`src/rtl/pipe_ctrl.sv`:
```
// Pipeline valid/payload sequencer: freeze, hold with bubble, front-end squash; PIPE_CTRL_STATS_EN adds stall/bubble counters.
// An entry reaches stage s s edges after acceptance; in_ready drops on stall_mem, hold or halt.
module pipe_ctrl #(
    parameter int DATA_W      = 16,
    parameter int STAGES      = 5,
    parameter int HOLD_STAGES = 2,
    parameter int CNT_W       = 16
) (
    input  logic                       clk,
    input  logic                       reset_n,
    input  logic                       in_valid,
    input  logic [DATA_W-1:0]          in_data,
    input  logic                       in_wwd,
    input  logic                       in_halt,
    input  logic                       stall_mem,
    input  logic                       hold,
    input  logic                       flush,
    output logic                       in_ready,
    output logic [STAGES-1:0]          stage_valid,
    output logic [STAGES*DATA_W-1:0]   stage_data,
    output logic [CNT_W-1:0]           num_inst,
    output logic [DATA_W-1:0]          output_port,
    output logic                       is_halted,
    output logic [CNT_W-1:0]           stall_cycles,
    output logic [CNT_W-1:0]           bubble_count
);

    localparam int PW = STAGES * DATA_W;

    // Hold keeps the stages under LO masks, shifts those under HI masks; the gap is the bubble stage.
    localparam logic [STAGES-1:0] LO_M  = {STAGES{1'b1}} >> (STAGES - HOLD_STAGES);
    localparam logic [STAGES-1:0] HI_M  = {STAGES{1'b1}} << (HOLD_STAGES + 1);
    localparam logic [PW-1:0]     LO_DM = {PW{1'b1}} >> ((STAGES - HOLD_STAGES) * DATA_W);
    localparam logic [PW-1:0]     HI_DM = {PW{1'b1}} << ((HOLD_STAGES + 1) * DATA_W);

    logic [STAGES-1:0] vld_q, vld_d;
    logic [STAGES-1:0] wwd_q, wwd_d;
    logic [STAGES-1:0] hlt_q, hlt_d;
    logic [PW-1:0]     dat_q, dat_d;
    logic [CNT_W-1:0]  num_q, num_d;
    logic [DATA_W-1:0] port_q, port_d;
    logic              halted_q, halted_d;

    logic              advance;
    logic              inject;
    logic              retire;
    logic              load_vld;
    logic [DATA_W-1:0] ld_dat;
    logic [DATA_W-1:0] ret_dat;

    assign advance  = !stall_mem && !hold;
    assign inject   = !stall_mem && hold;
    assign retire   = vld_q[STAGES-1] && !stall_mem && !halted_q;
    assign load_vld = in_valid && !flush && !halted_q;
    assign ld_dat   = load_vld ? in_data : '0;
    assign ret_dat  = dat_q[(STAGES-1)*DATA_W +: DATA_W];

    always_comb begin
        vld_d = vld_q;
        wwd_d = wwd_q;
        hlt_d = hlt_q;
        dat_d = dat_q;
        if (advance) begin
            vld_d = {vld_q[STAGES-2:0], load_vld};
            wwd_d = {wwd_q[STAGES-2:0], load_vld & in_wwd};
            hlt_d = {hlt_q[STAGES-2:0], load_vld & in_halt};
            dat_d = {dat_q[PW-DATA_W-1:0], ld_dat};
        end else if (inject) begin
            vld_d = (vld_q & LO_M) | ({vld_q[STAGES-2:0], 1'b0} & HI_M);
            wwd_d = (wwd_q & LO_M) | ({wwd_q[STAGES-2:0], 1'b0} & HI_M);
            hlt_d = (hlt_q & LO_M) | ({hlt_q[STAGES-2:0], 1'b0} & HI_M);
            dat_d = (dat_q & LO_DM) | ({dat_q[PW-DATA_W-1:0], {DATA_W{1'b0}}} & HI_DM);
        end
    end

    always_comb begin
        num_d    = num_q;
        port_d   = port_q;
        halted_d = halted_q;
        if (retire) begin
            num_d = num_q + CNT_W'(1);
            if (wwd_q[STAGES-1]) begin
                port_d = ret_dat;
            end
            if (hlt_q[STAGES-1]) begin
                halted_d = 1'b1;
            end
        end
    end

    always_ff @(posedge clk) begin
        if (!reset_n) begin
            vld_q    <= '0;
            wwd_q    <= '0;
            hlt_q    <= '0;
            dat_q    <= '0;
            num_q    <= '0;
            port_q   <= '0;
            halted_q <= 1'b0;
        end else begin
            vld_q    <= vld_d;
            wwd_q    <= wwd_d;
            hlt_q    <= hlt_d;
            dat_q    <= dat_d;
            num_q    <= num_d;
            port_q   <= port_d;
            halted_q <= halted_d;
        end
    end

`ifdef PIPE_CTRL_STATS_EN
    logic [CNT_W-1:0] stall_q;
    logic [CNT_W-1:0] bubble_q;

    always_ff @(posedge clk) begin
        if (!reset_n) begin
            stall_q  <= '0;
            bubble_q <= '0;
        end else if (!halted_q) begin
            if (stall_mem) begin
                stall_q <= stall_q + CNT_W'(1);
            end
            if (inject) begin
                bubble_q <= bubble_q + CNT_W'(1);
            end
        end
    end

    assign stall_cycles = stall_q;
    assign bubble_count = bubble_q;
`else
    assign stall_cycles = '0;
    assign bubble_count = '0;
`endif

    assign in_ready    = !stall_mem && !hold && !halted_q;
    assign stage_valid = vld_q;
    assign stage_data  = dat_q;
    assign num_inst    = num_q;
    assign output_port = port_q;
    assign is_halted   = halted_q;

endmodule

```
`config.mk`:
```
export PLATFORM = sky130hd
export DESIGN_NAME = pipe_ctrl
export DESIGN_NICKNAME = d
export VERILOG_FILES = /design/src/rtl/pipe_ctrl.sv
export SDC_FILE = /design/constraint.sdc
export NUM_CORES = 1
export LEC_CHECK = 0
export BUFFER_PORTS_ARGS = -buffer_cell sky130_fd_sc_hd__buf_2
export CORE_MARGIN = 2
export CORE_UTILIZATION = 46
export CTS_CLUSTER_DIAMETER = 80
export DETAILED_ROUTE_END_ITERATION = 8
export PLACE_DENSITY = 0.76
export REMOVE_ABC_BUFFERS = 1
export SYNTH_ARGS = -nofsm -noshare
export SYNTH_HDL_FRONTEND = slang
export SYNTH_SLANG_ARGS = --single-unit
```
`constraint.sdc`:
```
create_clock -name clk -period 2 [get_ports clk]
set_clock_uncertainty 0.1 [all_clocks]
set_input_delay 0.4 -clock clk [delete_from_list [all_inputs] [get_ports clk]]
set_output_delay 0.4 -clock clk [all_outputs]
set_load 0.03 [all_outputs]
```
# ---- Word level (Yosys, flattened, before mapping)
# Cells that the tools add are included.
dict set report word_totals {
  reg_bits 128
}
dict set report classes {
  addsub 1
  reduce_logical 14
  n_bitwise 6
  muxes 9
}
# op n
set ops {}
lappend ops {{2-to-1 mux 80 bit} 2}
lappend ops {{bitwise OR 32 x 80 -> 80 bit} 1}
lappend ops {{2-to-1 mux 5 bit} 6}
lappend ops {{adder 16 x 1 -> 16 bit (second input constant)} 1}
lappend ops {{2-to-1 mux 16 bit} 1}
lappend ops {{bitwise OR 2 x 5 -> 5 bit} 3}
lappend ops {{logical AND 1 bit} 7}
lappend ops {{logical NOT 1 bit} 4}
lappend ops {{AND reduction 2 bit} 2}
lappend ops {{bitwise AND 1 bit} 2}
lappend ops {{nonzero test 2 bit} 1}

# ---- Depth between registers and ports, before layout
# Gate-level depths: netlist (run 1).
dict set report depth {
  ltp_word 5
  mapped_depth 7
  mapped_depth_nobuf 5
}

# ---- Worst setup path after synthesis (run 1)
# Ideal clock, no wire load.
dict set report synth_timing {
  path_type {flip-flop to flip-flop}
  start {register num_q[0], in the netlist num_inst[0]}
  end {register num_q[14], in the netlist num_inst[14]}
  required_ns 1.830
  period_less_slack_ns 2.104
  setup_slack_ns -0.104
  path_stages_with_launch 6
  arrival_ns 1.934
  cell_sequence {dfxtp_1 -> ha_1 -> nand3b_1 -> or4_4 -> or4_1 -> a21boi_1}
}
dict set report synth_via {
  elab_chain_cells 1
}
# item line_no
set synth_lines {}
lappend synth_lines {{from (decl)} 40} ;# logic [CNT_W-1:0] num_q, num_d;
lappend synth_lines {{from (signal assigned)} 105} ;# num_q <= num_d;
lappend synth_lines {{adder 16 x 1 -> 16 bit} 81} ;# num_d = num_q + CNT_W'(1);
# No other way between the ends.
# A chain may end at the register's enable or synchronous reset.

# ---- Worst setup path after layout (run 1)
# Ends and elaborated chain as after synthesis.

==> results by group, run 1 <==
Outcome
  – Outcome: complete, no violations

Worst setup path
  – Reg2reg path depth: 5
  – Critical path, cell by cell: ha_1 > nand3b_1 > or4_4 > or4_1 > a21boi_1
  – Worst stage delay on the critical path: 0.51 ns
  – Reg-to-reg slack, setup: 0.1 ns
  – Critical path type: flip-flop to flip-flop
  – Reg2reg start: num_inst[0]
  – Slowest CP cell: or4_4
  – Family with the most delay on the worst path: simple AND/OR/NAND/NOR gates
  – Worst path required time: 2.24 ns
  – FF-to-FF End: num_inst[14]
  – Worst-path maximum fanout: 4
  – Worst setup path startpoint: num_inst[0]
  – Crit path to: num_inst[14]
  – Crit path buf inv count: 0
  – Worst EP arrival: 2.14 ns
  – Critical Path Sink Type: flip-flop
  – Crit path depth: 5
  – Element type at the critical path start: flip-flop

CTS
  – Sinks on the clock net: 128
  – CTS Buf Count: 17
  – CTS clock-pin slew for the worst setup and hold paths: 0.05 ns
  – Hold-fix buffers, CTS: 0
  – CTS HTree Levels: 4
  – Clock root buffer: clkbuf_16
  – Clock Path Buffers: 2
  – TritonCTS clock tree: yes
  – Clock Latency Late Sink: 0.41 ns

Synthesis
  – Mean Syn Cell Area: 9.43 um2
  – EDFF count, synth: 0
  – Syn Inst Count: 584
  – Yosys warns: 0
  – Sequential share of the synthesized area: 46.5%
  – Ys async rst share: 0%
  – Number of synthesized register bits: 128
  – Yosys cell types: 38
  – Synth Cell Area: 5510 um2
  – Ys flop type: dfxtp_1

Die
  – DIE AREA: 12900 um2
  – Die H: 113 um
  – Core area: 11600 um2
  – Initial Util: 47.6%
  – I/O pin count: 175
  – Row count: 39
  – DIE WIDTH: 113 um

Place
  – I/O Buffers: 142
  – Placer Congestion: 0.771
  – Hpwl dp: 8450 um

Run
  – Max-Cap Viols: 0

Route
  – Post-route DRC: 0
  – Post-DRT Antenna Nets: 0
  – DRT iter0 DRCs: 299
  – TritonRoute pass-1 iters: 4
  – DR vias/cell: 4.89
  – Vias: 4134
  – Wire per inst: 14.1 um
  – Total wire length: 11900 um

Global route
  – GR Overflow Total: 0
  – First-pass GRT wire length: 19100 um
  – Initial antenna violation count: 0
  – Total GRT Usage: 18.7%
  – Largest net degree at the start of global routing: 61
  – Vias in the first global route: 3781

Final layout
  – Fill count: 1036
  – Fin nets: 715
  – Multi-input logic area: 2400 um2
  – Share of post-route cells with drive strength above 1: 27.4%
  – Most common cell after layout, fill and taps aside: buf_2
  – N_diodes: 0
  – FF/Latch Area: 2560 um2
  – Most frequent cells in the layout: buf_2, dfxtp_1, nor2b_1, nand2_1, mux2i_1
  – Area grow syn2layout: 18.6%

STA
  – Final Hold Vio Count: 0
  – Unrepaired setup endpoints after global routing: no
  – Fin crit share: 95.0%
  – Setup total negative slack: 0 ns
  – Final count of pins violating max slew: 0
  – # setup viols final: 0
  – Min Tclk post-route: 1.90 ns
  – FMAX: 526 MHz

Power and ir drop
  – Pwr per Cell Area: 846 nW/um2
  – Maximum VDD drop: 0.433 mV
  – Total power: 5.53 mW
  – Leakage: 2.89 nW

Worst hold path
  – Min-Delay Path Class: input port to flip-flop
==> sequential cells by signal (all words and copies together), names as in the netlist <==
signal	flops
num_inst	16
is_halted	1
wwd_q	5
hlt_q	5
stage_data	80
stage_valid	5
output_port	16
==> cell type report <==
type	instances	share of cell area, %
Multi-Input combinational cell	383	36.7
Clock inverter	8	0.613
Clock buffer	23	7.16
Sequential cell	128	39.3
Timing Repair Buffer	158	13.4
Inverter	2	0.115
Tap cell	143	2.74
==> per-layer routing <==
metal	GRT usage, %	vias up	share of wire, %
met2	30.3	139	48
met1	23.2	1915	45
met4	8.46	0	2.3
met5	0	-	0
met3	5.15	27	5.2
li1	-	2053	-
==> power breakdown <==
| group | switching [mW] | internal [mW] | leakage [nW] |
|---|---|---|---|
| combinational | 0.212 | 0.0974 | 1.60 |
| sequential | 0.00735 | 2.56 | 1.03 |
| clock | 1.03 | 1.62 | 0.260 |
==> worst reg2reg max path, delay by kind of cell (launching register included) <==
kind	cells	cell delay (ns)
flops	1	0.36
compound gates	1	0.16
simple gates	3	1.03
fa+ha+maj	1	0.18
==> through the flow <==
step	instance area, um2	instances	hold slack, ns	worst slack [ns]	util, %
detailed placement	6020	814	0.354	0.0422	52.1
floorplan	4970	513	0.339	-0.104	-
finish	6530	845	0.147	0.0996	56.5
CTS	6530	845	0.132	0.0503	56.5
global route	6530	845	0.162	0.0000890	56.5
global placement	6020	814	0.344	0.0620	52.1
==> kinds of logic (layout without fill, tap and decap cells) <==
group                    Yosys count  after routing  synth area share, %
AND/OR/NAND/NOR                  220            220                 22.3
flip-flops                       128            128                 46.5
buffers and inverters            104            191                 12.0
AO/OA/AOI/OAI                     78             78                 9.63
multiplexers                      42             42                 7.63
XOR/XNOR                          10             10                 1.59
adder cells (fa/ha/maj)            1              1                0.227
other                              1             32               0.0681
==> repair_timing <==
item,in CTS,in global routing
hold endpoints to repair,0,0
buffers inserted,0,0
setup endpoints to repair,0,1
gates resized for setup,0,2
==> Yosys cell counts (2+ instances only) <==
master	number	share of area, %
nand3b_1	3	0.41
nor2b_1	78	8.9
and2_1	10	1.1
xor2_1	6	0.95
clkbuf_1	28	1.9
dfxtp_1	128	47
nand2_1	77	5.2
nand4b_1	2	0.32
nor2_1	6	0.41
nand2b_1	4	0.45
a22oi_1	18	2.5
nor3b_1	20	2.7
buf_4	67	9.1
buf_2	4	0.36
nand4_1	2	0.23
inv_1	2	0.14
mux2i_1	42	7.6
xnor2_1	4	0.64
nor3_1	3	0.27
buf_6	2	0.41
a21oi_1	21	1.9
nand3_1	5	0.45
a21boi_0	36	4.9
nor4_1	2	0.23
==> worst min path at each step <==
| stage | startpoint | endpoint | slack [ns] | cells past startpoint |
|---|---|---|---|---|
| after floorplan | hlt_q[1] | hlt_q[1] | 0.34 | 2 |
| after global placement | hlt_q[1] | hlt_q[1] | 0.34 | 2 |
| after detailed placement | output_port[11] | output_port[11] | 0.35 | 2 |
| after CTS | in_data[14] | stage_data[14] | 0.13 | 3 |
| after global routing | in_data[4] | stage_data[4] | 0.16 | 3 |
| final | in_data[10] | stage_data[10] | 0.15 | 3 |
Note: power is estimated with default switching activity, not from simulation.
==> run 2: changes to the inputs <==
--- a/config.mk
+++ b/config.mk
@@ -14,2 +14,3 @@
 export REMOVE_ABC_BUFFERS = 1
+export SKIP_CTS_REPAIR_TIMING = 1
 export SYNTH_ARGS = -nofsm -noshare
--- a/constraint.sdc
+++ b/constraint.sdc
@@ -4,2 +4,2 @@
 set_output_delay 0.4 -clock clk [all_outputs]
-set_load 0.03 [all_outputs]
+set_load 0.02 [all_outputs]
==> run 2 against run 1 <==
Sequential share of layout area is 0.58 points lower. Via count is 0.39% higher. Global-route usage is 0.36 points higher. Clock-buffer cell count is 1 higher. Critical endpoint unchanged. Largest cell class unchanged. Largest power group unchanged.
==> results by group, run 2 (same netlist as run 1, synthesis figures left out) <==
Outcome
  – Outcome: complete, no violations

Global route
  – Vias in the first global route: 3888
  – GR Overflow Total: 0
  – First-pass GRT wire length: 19500 um
  – Largest net degree at the start of global routing: 60
  – Initial antenna violation count: 0
  – Total GRT Usage: 19.0%

Power and ir drop
  – Pwr per Cell Area: 899 nW/um2
  – Leakage: 2.93 nW
  – Maximum VDD drop: 0.412 mV
  – Total power: 5.96 mW

Worst setup path
  – Crit path depth: 5
  – Crit path buf inv count: 0
  – FF-to-FF End: num_inst[14]
  – Reg2reg path depth: 5
  – Reg2reg start: num_inst[1]
  – Reg-to-reg slack, setup: 0.12 ns
  – Worst setup path startpoint: num_inst[1]
  – Worst path required time: 2.24 ns
  – Element type at the critical path start: flip-flop
  – Worst EP arrival: 2.12 ns
  – Worst stage delay on the critical path: 0.51 ns
  – Critical Path Sink Type: flip-flop
  – Critical path type: flip-flop to flip-flop
  – Slowest CP cell: or4_4
  – Critical path, cell by cell: ha_1 > nand3b_1 > or4_4 > or4_1 > a21boi_1
  – Crit path to: num_inst[14]
  – Family with the most delay on the worst path: simple AND/OR/NAND/NOR gates
  – Worst-path maximum fanout: 4

STA
  – # setup viols final: 0
  – Hold Worst Slack: 0.147 ns
  – Setup total negative slack: 0 ns
  – Fin crit share: 93.8%
  – Min Tclk post-route: 1.88 ns
  – Final Hold Vio Count: 0
  – FMAX: 533 MHz
  – Unrepaired setup endpoints after global routing: no
  – Final count of pins violating max slew: 0

Final layout
  – Share of post-route cells with drive strength above 1: 27.4%
  – N_diodes: 0
  – Fill count: 1028
  – Most frequent cells in the layout: buf_2, dfxtp_1, nor2b_1, nand2_1, mux2i_1
  – FF/Latch Area: 2560 um2
  – Multi-input logic area: 2400 um2
  – Area grow syn2layout: 20.3%
  – Most common cell after layout, fill and taps aside: buf_2
  – Post-Layout Cell Count: 845
  – Fin nets: 716
  – Max reg flops: 80
  – Util after Layout: 57.3%

Route
  – Post-route DRC: 0
  – DRT iter0 DRCs: 199
  – DR vias/cell: 4.91
  – Top sig layer: met4
  – Met3 WL post-DR: 511 um
  – Vias: 4150
  – Wire per inst: 14.4 um
  – Routed wl met2: 5750 um
  – Total wire length: 12100 um
  – Post-DRT Antenna Nets: 0
  – M1 WL: 5620 um
  – TritonRoute pass-1 iters: 4

Run
  – Max-Cap Viols: 0

Die
  – Core area: 11600 um2
  – Row count: 39
  – I/O pin count: 175
  – DIE WIDTH: 113 um
  – DIE AREA: 12900 um2
  – Initial Util: 47.6%
  – Die H: 113 um

CTS
  – Clock Path Buffers: 2
  – Clock root buffer: clkbuf_16
  – CTS clock-pin slew for the worst setup and hold paths: 0.05 ns
  – CTS HTree Levels: 4
  – CTS Buf Count: 17
  – Clock Latency Late Sink: 0.41 ns
  – Sinks on the clock net: 128
  – TritonCTS clock tree: yes

Place
  – Hpwl dp: 8580 um
  – I/O Buffers: 142
  – DP Cell Count: 815
  – Placer Congestion: 0.778

Worst hold path
  – Min-Delay Path Class: input port to flip-flop
## run 2: cell count changes in the layout (fill, tap and decap cells not counted), sizes merged
cell,change
clkinv,-5
bufinv,+3
buf,+1
clkbuf,+1
## run 2: worst min path at each step
| stage | endpoint | slack, ns | from | depth (start not counted) |
|---|---|---|---|---|
| 3_3_place_gp | output_port[10] | 0.35 | output_port[10] | 2 |
| 2_1_floorplan | hlt_q[1] | 0.34 | hlt_q[1] | 2 |
| 6_report | stage_data[10] | 0.15 | in_data[10] | 3 |
| 4_1_cts | stage_data[10] | 0.13 | in_data[10] | 3 |
| 5_1_grt | stage_data[8] | 0.15 | in_data[8] | 3 |
| 3_5_place_dp | hlt_q[1] | 0.35 | hlt_q[1] | 2 |
## run 2: layout make-up
class                   instances  share of cell area [%]
clock buffers                  24                    7.42
clock inverters                 6                    1.59
inverters                       2                   0.113
multi-input cells             383                    36.2
flip-flops and latches        128                    38.7
well taps                     143                    2.70
repair buffers                159                    13.3
## run 2: report_power, final
group	internal (mW)	switching, mW	leakage [nW]
Combinational	0.0973	0.179	1.60
Clock	2.07	1.04	0.296
Sequential	2.56	0.00734	1.03
Total	4.73	1.23	2.93
## run 2: metrics by stage
| stage | setup slack, ns | area [um2] |
|---|---|---|
| finish | 0.124 | 6630 |
| detailed placement | 0.0475 | 6030 |
| floorplan | -0.0204 | 4970 |
| global placement | 0.0467 | 6030 |
| CTS | 0.0884 | 6630 |
| global route | 0.0144 | 6630 |
## run 2: layer usage
| metal | global-route usage, % | vias to the layer above |
|---|---|---|
| met4 | 9.11 | 0 |
| met1 | 24.3 | 1937 |
| li1 | - | 2064 |
| met3 | 4.68 | 18 |
| met5 | 0 | - |
| met2 | 30.3 | 131 |
## run 2: tightest hold or removal path: cells and delay by family
kind	cells	cell delay, ns
buffers and inverters	1	0.07
AO/OA/AOI/OAI	1	0.05
AND/OR/NAND/NOR	1	0.09
